<file path="src/rtl/apb_regfile_pkg.sv">
// Shared types and constants for the APB wait-state register file.
package apb_regfile_pkg;

  typedef enum logic {
    IDLE,
    ACCESS
  } state_e;

  localparam int unsigned IDX_ID   = 0;
  localparam int unsigned IDX_WAIT = 1;
  localparam int unsigned WAIT_W   = 4;

  typedef enum logic [1:0] {
    ERR_NONE,
    ERR_MISALIGN,
    ERR_RANGE,
    ERR_RO_WRITE
  } err_reason_e;

  // The range check precedes the read-only check, so addr[31:2]==0 here means word 0.
  function automatic err_reason_e decode_err(input logic [31:0] addr, input logic wr,
                                             input int unsigned num_regs);
    if (addr[1:0] != 2'b00) return ERR_MISALIGN;
    if (addr >= 32'(num_regs * 4)) return ERR_RANGE;
    if (wr && (addr[31:2] == 30'(IDX_ID))) return ERR_RO_WRITE;
    return ERR_NONE;
  endfunction

endpackage

</file>
<file path="src/rtl/apb_wait_counter.sv">
// Wait-state counter: loads the WAIT count at setup and raises a registered ready when it expires.
module apb_wait_counter
  import apb_regfile_pkg::*;
(
  input  logic              clk,
  input  logic              reset_n,
  input  logic              load,
  input  logic              run,
  input  logic              clr,
  input  logic [WAIT_W-1:0] wait_val,
  output logic              ready,
  output logic              ready_nxt
);

  localparam logic [WAIT_W-1:0] ONE = WAIT_W'(1);

  logic [WAIT_W-1:0] cnt_q, cnt_d;
  logic              ready_q, ready_d;

  always_comb begin
    cnt_d   = cnt_q;
    ready_d = ready_q;
    if (clr) begin
      cnt_d   = '0;
      ready_d = 1'b0;
    end else if (load) begin
      cnt_d   = wait_val;
      ready_d = (wait_val == '0);
    end else if (run) begin
      cnt_d   = cnt_q - ONE;
      ready_d = (cnt_q == ONE);
    end
  end

  always_ff @(posedge clk or negedge reset_n) begin
    if (!reset_n) begin
      cnt_q   <= '0;
      ready_q <= 1'b0;
    end else begin
      cnt_q   <= cnt_d;
      ready_q <= ready_d;
    end
  end

  assign ready     = ready_q;
  assign ready_nxt = ready_d;

endmodule

</file>
<file path="src/rtl/apb_wait_regfile.sv">
// APB4 completer with an ID word, a programmable wait-state register and a byte-strobed register file.
module apb_wait_regfile
  import apb_regfile_pkg::*;
#(
  parameter int unsigned       NUM_REGS     = 16,
  parameter logic [31:0]       ID_VALUE     = 32'hA5B0_0001,
  parameter logic [WAIT_W-1:0] DEFAULT_WAIT = '0
) (
  input  logic        clk,
  input  logic        reset_n,
  input  logic [31:0] paddr,
  input  logic        psel,
  input  logic        penable,
  input  logic        pwrite,
  input  logic [31:0] pwdata,
  input  logic [3:0]  pstrb,
  output logic        pready,
  output logic [31:0] prdata,
  output logic        pslerr
);

  localparam int unsigned IDX_W = $clog2(NUM_REGS);

  state_e            state_q, state_d;
  logic [IDX_W-1:0]  idx_q, idx_d;
  logic              write_q, write_d;
  logic              err_q, err_d;
  logic [WAIT_W-1:0] wait_q, wait_d;
  logic [31:0]       regs_q [NUM_REGS];
  logic [31:0]       regs_d [NUM_REGS];
  logic [31:0]       prdata_q, prdata_d;
  logic              pslerr_q, pslerr_d;

  err_reason_e      setup_err;
  logic             setup, run, complete, abort, ready_nxt;
  logic [IDX_W-1:0] cur_idx;
  logic             cur_write, cur_err;
  logic [31:0]      rd_word;

  assign setup_err = decode_err(paddr, pwrite, NUM_REGS);
  assign setup     = (state_q == IDLE) && psel && !penable;
  assign run       = (state_q == ACCESS) && psel && !pready;
  assign complete  = (state_q == ACCESS) && psel && penable && pready;
  assign abort     = (state_q == ACCESS) && !psel;

  apb_wait_counter u_wait_counter (
    .clk       (clk),
    .reset_n   (reset_n),
    .load      (setup),
    .run       (run),
    .clr       (complete || abort),
    .wait_val  (wait_q),
    .ready     (pready),
    .ready_nxt (ready_nxt)
  );

  always_comb begin
    state_d = state_q;
    idx_d   = idx_q;
    write_d = write_q;
    err_d   = err_q;
    if (setup) begin
      state_d = ACCESS;
      idx_d   = paddr[IDX_W+1:2];
      write_d = pwrite;
      err_d   = (setup_err != ERR_NONE);
    end else if (complete || abort) begin
      state_d = IDLE;
    end
  end

  // Response data is registered with pready, so with WAIT=0 it must come from the setup-cycle decode.
  always_comb begin
    cur_idx   = setup ? paddr[IDX_W+1:2] : idx_q;
    cur_write = setup ? pwrite : write_q;
    cur_err   = setup ? (setup_err != ERR_NONE) : err_q;
    if (cur_idx == IDX_W'(IDX_ID)) begin
      rd_word = ID_VALUE;
    end else if (cur_idx == IDX_W'(IDX_WAIT)) begin
      rd_word = {{(32 - WAIT_W){1'b0}}, wait_q};
    end else begin
      rd_word = regs_q[cur_idx];
    end
    prdata_d = (ready_nxt && !cur_write && !cur_err) ? rd_word : '0;
    pslerr_d = ready_nxt && cur_err;
  end

  always_comb begin
    wait_d = wait_q;
    regs_d = regs_q;
    if (complete && write_q && !err_q) begin
      if (idx_q == IDX_W'(IDX_WAIT)) begin
        if (pstrb[0]) wait_d = pwdata[WAIT_W-1:0];
      end else begin
        for (int unsigned i = 0; i < 4; i++) begin
          if (pstrb[i]) regs_d[idx_q][8*i +: 8] = pwdata[8*i +: 8];
        end
      end
    end
  end

  always_ff @(posedge clk or negedge reset_n) begin
    if (!reset_n) begin
      state_q  <= IDLE;
      idx_q    <= '0;
      write_q  <= 1'b0;
      err_q    <= 1'b0;
      wait_q   <= DEFAULT_WAIT;
      prdata_q <= '0;
      pslerr_q <= 1'b0;
      for (int unsigned i = 0; i < NUM_REGS; i++) regs_q[i] <= '0;
    end else begin
      state_q  <= state_d;
      idx_q    <= idx_d;
      write_q  <= write_d;
      err_q    <= err_d;
      wait_q   <= wait_d;
      prdata_q <= prdata_d;
      pslerr_q <= pslerr_d;
      regs_q   <= regs_d;
    end
  end

  assign prdata = prdata_q;
  assign pslerr = pslerr_q;

  a_err_with_ready: assert property (@(posedge clk) disable iff (!reset_n) pslerr |-> pready);

endmodule

</file>
<file path="config.mk">
export PLATFORM = sky130hd
export DESIGN_NAME = apb_wait_regfile
export DESIGN_NICKNAME = d
export VERILOG_FILES = /design/src/rtl/apb_regfile_pkg.sv /design/src/rtl/apb_wait_counter.sv /design/src/rtl/apb_wait_regfile.sv
export SDC_FILE = /design/constraint.sdc
export NUM_CORES = 1
export LEC_CHECK = 0
export BUFFER_PORTS_ARGS = -buffer_cell sky130_fd_sc_hd__buf_2
export CAP_MARGIN = 20
export CORE_MARGIN = 2
export CORE_UTILIZATION = 61
export DETAILED_ROUTE_END_ITERATION = 7
export GPL_TIMING_DRIVEN = 0
export PLACE_DENSITY = 0.85
export RECOVER_POWER = 100
export SLEW_MARGIN = 30
export SYNTH_ARGS = -nofsm -noshare
export SYNTH_HDL_FRONTEND = slang
export SYNTH_SLANG_ARGS = --single-unit
export TNS_END_PERCENT = 100
</file>
<file path="constraint.sdc">
create_clock -name clk -period 4.7 [get_ports clk]
set_input_delay 0 -clock clk [delete_from_list [all_inputs] [get_ports clk]]
set_output_delay 0 -clock clk [all_outputs]
set_load 0.1 [all_outputs]
</file>
# After elaboration in Yosys (flattened, before gate mapping)
# Cells that the tools add are included.
word_totals:
  register_bits: 561
  latch_bits: 0
  mem_bits_rw: 0
  romBits: 0
  in_bits: 73
  out_inout_bits: 34
  wordCells: 118
  mem_count: 0
classes:
  add_sub_neg: 1
  multipliers: 0
  div: 0
  magnitude_cmp: 4
  eq_ne: 3
  n_shift: 0
  muxes: 51
  n_bitwise: 4
  n_reduce_logical: 30
op_table:
  columns: ["op", "n"]
  rows:
  - ["$mux W512", 10]
  - ["$bwmux W512", 4]
  - ["$demux W32 S4", 4]
  - ["$mux W32", 6]
  - ["$bmux W32 S4", 1]
  - ["$ge A32 B7 Y1 const B", 1]
  - ["$logic_not A30 Y1", 1]
  - ["$mux W24", 1]
  - ["$mux W16", 1]
  - ["$mux W4", 4]
  - ["$logic_and A1 B1 Y1", 14]
  - ["$mux W1", 13]
  - ["$eq A4 B1 Y1 const B", 3]
  - ["$mux W2", 6]
  - ["$ge A5 B5 Y1 const B", 2]
  - ["$not A4 Y5", 2]
  - ["$logic_not A4 Y1", 2]
  - ["$mux W8", 1]
  - ["$logic_not A1 Y1", 6]
  - ["$reduce_bool A2 Y1", 3]
  - ["$lt A5 B1 Y1 const B", 1]
  - ["$sub A4 B1 Y4 const B", 1]
  - ["$reduce_and A3 Y1", 1]
  - ["$reduce_bool A3 Y1", 1]
  - ["3 further kinds", 4]

# Longest topological paths before layout
depth:
  ltp_word: 19
  mapped_depth: 11
  ltp_nobuf: 8

# Hierarchy
# Synthesis repeated with hierarchy kept, for this count alone.
hier_totals:
  cells_unflattened: 2173
  hier_area_um2: 24498.5
modules_own_cells:
  columns: ["module", "instances", "cells_per_inst", "area_each_um2", "seq_area_each_um2"]
  rows:
  - ["apb_wait_regfile", 1, 2139, 24170.7, 13513.0]
  - ["apb_wait_counter", 1, 34, 327.8, 125.1]

# Least setup slack after synthesis
# No wires, ideal clock.
synth_path:
  path_kind: "register to register"
  startpoint: "register u_wait_counter.ready_q (netlist: u_wait_counter.ready)"
  endpoint: "register regs_q[136] in the netlist's numbering"
  setup_time_ns: 0.125
  arrival_time_ns: 2.456
  t_required_ns: 4.575
  setup_slack_ns: 2.120
  stages_incl_launch_ff: 6
  n_path_buf: 0
  synth_period_minus_slack_ns: 2.580
  path_cell_list: "dfrtp_1 -> nand2_1 -> a211oi_2 -> nand2_1 -> nor2_2 -> mux2_2"
synth_via:
  elab_chain_cells: 4
synth_rtl:
  columns: ["element", "line", "text"]
  rows:
  - ["start: declaration", "apb_wait_counter.sv:18", "logic ready_q, ready_d;"]
  - ["start signal: assignment", "apb_wait_counter.sv:41", "ready_q <= ready_d;"]
  - ["$logic_and A1 B1 Y1", "apb_wait_regfile.sv:43", "assign complete = (state_q == ACCESS) && psel && penable && pready;"]
  - ["$logic_and A1 B1 Y1 (2 in a row)", "apb_wait_regfile.sv:91", "if (complete && write_q && !err_q) begin"]
  - ["$reduce_and A2 Y1 (no line)", null, null]
  - ["end signal: assignment", "apb_wait_regfile.sv:120", "regs_q <= regs_d;"]
  - ["end: declaration", "apb_wait_regfile.sv:29", "logic [31:0] regs_q [NUM_REGS];"]
# Every way passes these cells.
# A chain may end at the register's enable or synchronous reset.

# Final worst setup path
layout_path:
  startpoint: "register state_q"
  endpoint: "register regs_q[286] in the netlist's numbering"
layout_via:
  elab_chain_cells: 6
layout_rtl:
  columns: ["element", "line", "text"]
  rows:
  - ["start: declaration", "apb_wait_regfile.sv:24", "state_e state_q, state_d;"]
  - ["start signal: assignment", "apb_wait_regfile.sv:113", "state_q <= state_d;"]
  - ["$logic_and A1 B1 Y1 (3 in a row)", "apb_wait_regfile.sv:43", null]
  - ["$logic_and A1 B1 Y1 (2 in a row)", "apb_wait_regfile.sv:91", null]
  - ["$reduce_and A2 Y1 (no line)", null, null]
# Every way passes these cells.

==> results.ini <==
[status]
status = complete, but fails checks
violations = capacitance limit, slew limit

[timing]
slew_viol_final = 367
worst_pin_slew_ns = 3.21
fin_skew_ns = 0.0145
fin_ws_ns = 0.568
slew_headroom = -1.14
period_share = 0.879
fin_tns_setup_ns = 0
finalHoldViolCount = 0
layout_min_cycle_time_ns = 4.13
setup_viol = 0
fmax_ghz = 0.242
rsz0062_at_grt = no

[synth]
syn_inst = 2028
synth-async-reset-ratio = 1.00
synth_cell_types = 62
synthesis.area_mm2 = 0.0247
synthXorXnorAreaFrac = 0
synth_top_family_by_area = multiplexers
synth_nets = 2103
synthMuxAreaShare = 0.274
synth_fa_ha_area_frac = 0.00101
synth_compound_area_frac = 0.0441
yosys_warnings = 0
ys.flop_type = dfrtp_1
synth-simple-area-share = 0.104
synth.avg_cell_area_um2 = 12.2
ys_ff_latch = 543
ys_seq_area_frac = 0.550
synth_edf_count = 0

[worst_setup_path]
r2r_cells = 6
path_class = reg -> reg
worstSetupStartpointType = register
r2r-start = state_q
arrival_ns = 4.62
crit_path_end_kind = register
cp_max_fo = 10
reg2reg_to = regs_q[286]
worst_ep_required_time_ns = 5.19
r2r_slack_ns = 0.57

[floorplanning]
die_h_um = 205
die_w_um = 205
ios = 107
std_cell_rows = 73
dieArea_mm2 = 0.0421
core-area_mm2 = 0.0398
initial_core_util = 0.621

[pwr]
powerDensity_mw_per_mm2 = 371
p_sw_frac = 0.278
p_leak_nw = 13.6
comb_power_share = 0.138
internal_power_mw = 7.50
peakVddDrop_mv = 0.276
clock_power_share = 0.407
pwr-share-seq = 0.455
p_sw_mw = 2.89

[clocking]
ctsHtreeMaxLevel = 2
clkTransAtPathRegs_ns = 0.06
cts_tree = yes
clockBufferDepth = 3
clock_latency_ns = 0.61
cts_buffers = 54
ctsResizeCount = 0
tritoncts_num_sinks = 543
cts_setup_buffers = 0
root_buffer = clkbuf_16

[final_layout]
nFillCells = 2718
area_growth_pct = 13.2
n_antenna_cell = 0
drive_gt1_frac = 0.302
nets = 2316

[global_routing]
antenna_found_initial = 0
track_usage = 0.340
first_global_vias = 18655
grt_pass1_wl_um = 107000
grt_max_degree = 87
gr-total-overflow = 0

[route]
first_pass_iters = 6
drc = 0
post_drt_wl_per_cell_um = 25.0
drtIter0Drc = 1988
ant_nets = 0
wl_um = 70100
vias = 18086
avgViaCountPerCell = 6.45

[worst_hold_path]
min_path_type = in -> reg
hold_depth = 5
min_from = pstrb[0]
hold_end = wait_q[0]

[placement]
hpwl_um = 46700
place_congestion = 0.956
place_ws_ns = 1.44
port_buffers = 105

[run]
cap_violations = 7

cell type report:
type | count | area, um^2 | share of cell area
multi-input cells | 1337 | 10300 | 0.370
clock buffers | 83 | 1610 | 0.0576
clock inverters | 13 | 97.6 | 0.00349
well taps | 525 | 657 | 0.0235
repair buffers | 157 | 1030 | 0.0367
inverters | 10 | 40.0 | 0.00143
flip-flops and latches | 543 | 13600 | 0.486
plain buffers | 138 | 612 | 0.0219
power by group through the flow:
stage                     Clock, mW  Sequential, mW  Combinational (mW)
after floorplan                   0            4.83               0.741
after global placement            0            4.81                1.32
after detailed placement          0            4.81                1.37
after CTS                      4.24            4.73                1.41
after global routing           4.43            4.73                1.49
final                          4.23            4.73                1.43
metrics by stage:
step            util  hold WS [ns]  instances  instance area, um^2  power (mW)
3_3_place_gp   0.650         0.255       2658                25900        6.13
2_1_floorplan      -        -0.296       2028                24700        5.57
5_1_grt        0.703         0.217       2806                28000        10.6
3_5_place_dp   0.655       -0.0702       2665                26100        6.18
6_report       0.703         0.158       2806                28000        10.4
4_1_cts        0.710        0.0200       2806                28300        10.4
Yosys cell counts, drive strengths merged, types with 3 or more instances:
cell type  instances  share of area
buf               51          0.013
a221o              7         0.0028
mux2i            129          0.053
inv               10         0.0016
nand3            112          0.023
mux2             481           0.22
dfrtp            543           0.55
nand4b             3         0.0011
nor2              53          0.010
nor3              28         0.0057
nor2b              6         0.0015
a211oi             3         0.0011
and2               4         0.0010
o2111ai           22         0.0078
a2111oi            8         0.0047
nand2            340          0.052
nor4               9         0.0023
nand4              5         0.0013
nand2b             9         0.0023
a21oi             43         0.0092
o32ai              3         0.0014
a32oi             22         0.0078
clkbuf            87          0.013
a31oi              5         0.0013
o21ai             16         0.0037
logic make-up (layout without fill, tap and decap cells):
logic type / after synthesis / count (layout)
multiplexers: 612 / 612
AND/OR/NAND/NOR: 581 / 581
flip-flops: 543 / 543
buffers and inverters: 148 / 401
AO/OA/AOI/OAI: 142 / 142
adder cells (fa/ha/maj): 2 / 2
routing by layer:
metal	wire, um	GRT usage
met4	3750	0.172
met3	7360	0.0822
met1	26700	0.446
met5	57	0
met2	32200	0.532
worst max path at each step:
stage,from,end,slack (ns),cells past startpoint
after global placement,reset_n,prdata[6],-6.86,1
final,state_q,regs_q[286],0.57,6
after global routing,state_q,regs_q[5],0.58,6
after CTS,state_q,prdata[28],1.35,10
after floorplan,u_wait_counter.ready,regs_q[136],2.12,5
after detailed placement,state_q,prdata[28],1.44,9
cell usage in the layout (no fill, tap or decap), types with 3 or more instances in the layout:
master and instances:
dlygate4sd3_1 44, a221o_1 7, nor2_1 50, nand2b_1 9
o2111ai_1 22, clkinv_2 10, clkbuf_16 55, nor2_2 3
o32ai_1 3, nor4_1 9, inv_1 8, and2_0 4
buf_6 3, nor3_1 28, mux2i_1 128, nor2b_1 6
buf_2 96, mux2_2 477, a32oi_1 22, nand2_1 340
a21oi_1 42, nand4_1 5, a211oi_1 3, nand3_1 112
a31oi_1 5, clkbuf_1 148, a2111oi_0 5, buf_4 10
mux2_1 4, nand4b_1 3, clkbuf_2 4, clkbuf_8 13
dfrtp_1 543, buf_16 3, o21ai_0 15
repair_timing:
action / CTS / global route
setup endpoints to repair: 0 / 0
hold endpoints to repair: 515 / 0
hold buffers: 45 / 0
critical path, cell delays in order, from the launching register on:
cell and delay [ns]:
dfrtp_1 0.34, clkbuf_1 0.34, nand4b_1 0.23, a211oi_1 1.31
nand2_1 0.45, nor2_1 0.91, mux2_2 0.43
registers in the layout, indices dropped and copies added (netlist names):
| signal | flops |
|---|---|
| idx_q | 4 |
| write_q | 1 |
| pslerr | 1 |
| err_q | 1 |
| u_wait_counter.ready | 1 |
| wait_q | 4 |
| state_q | 1 |
| u_wait_counter.cnt_q | 4 |
| regs_q | 494 |
| prdata | 32 |
Note: power is estimated with default switching activity, not from simulation.
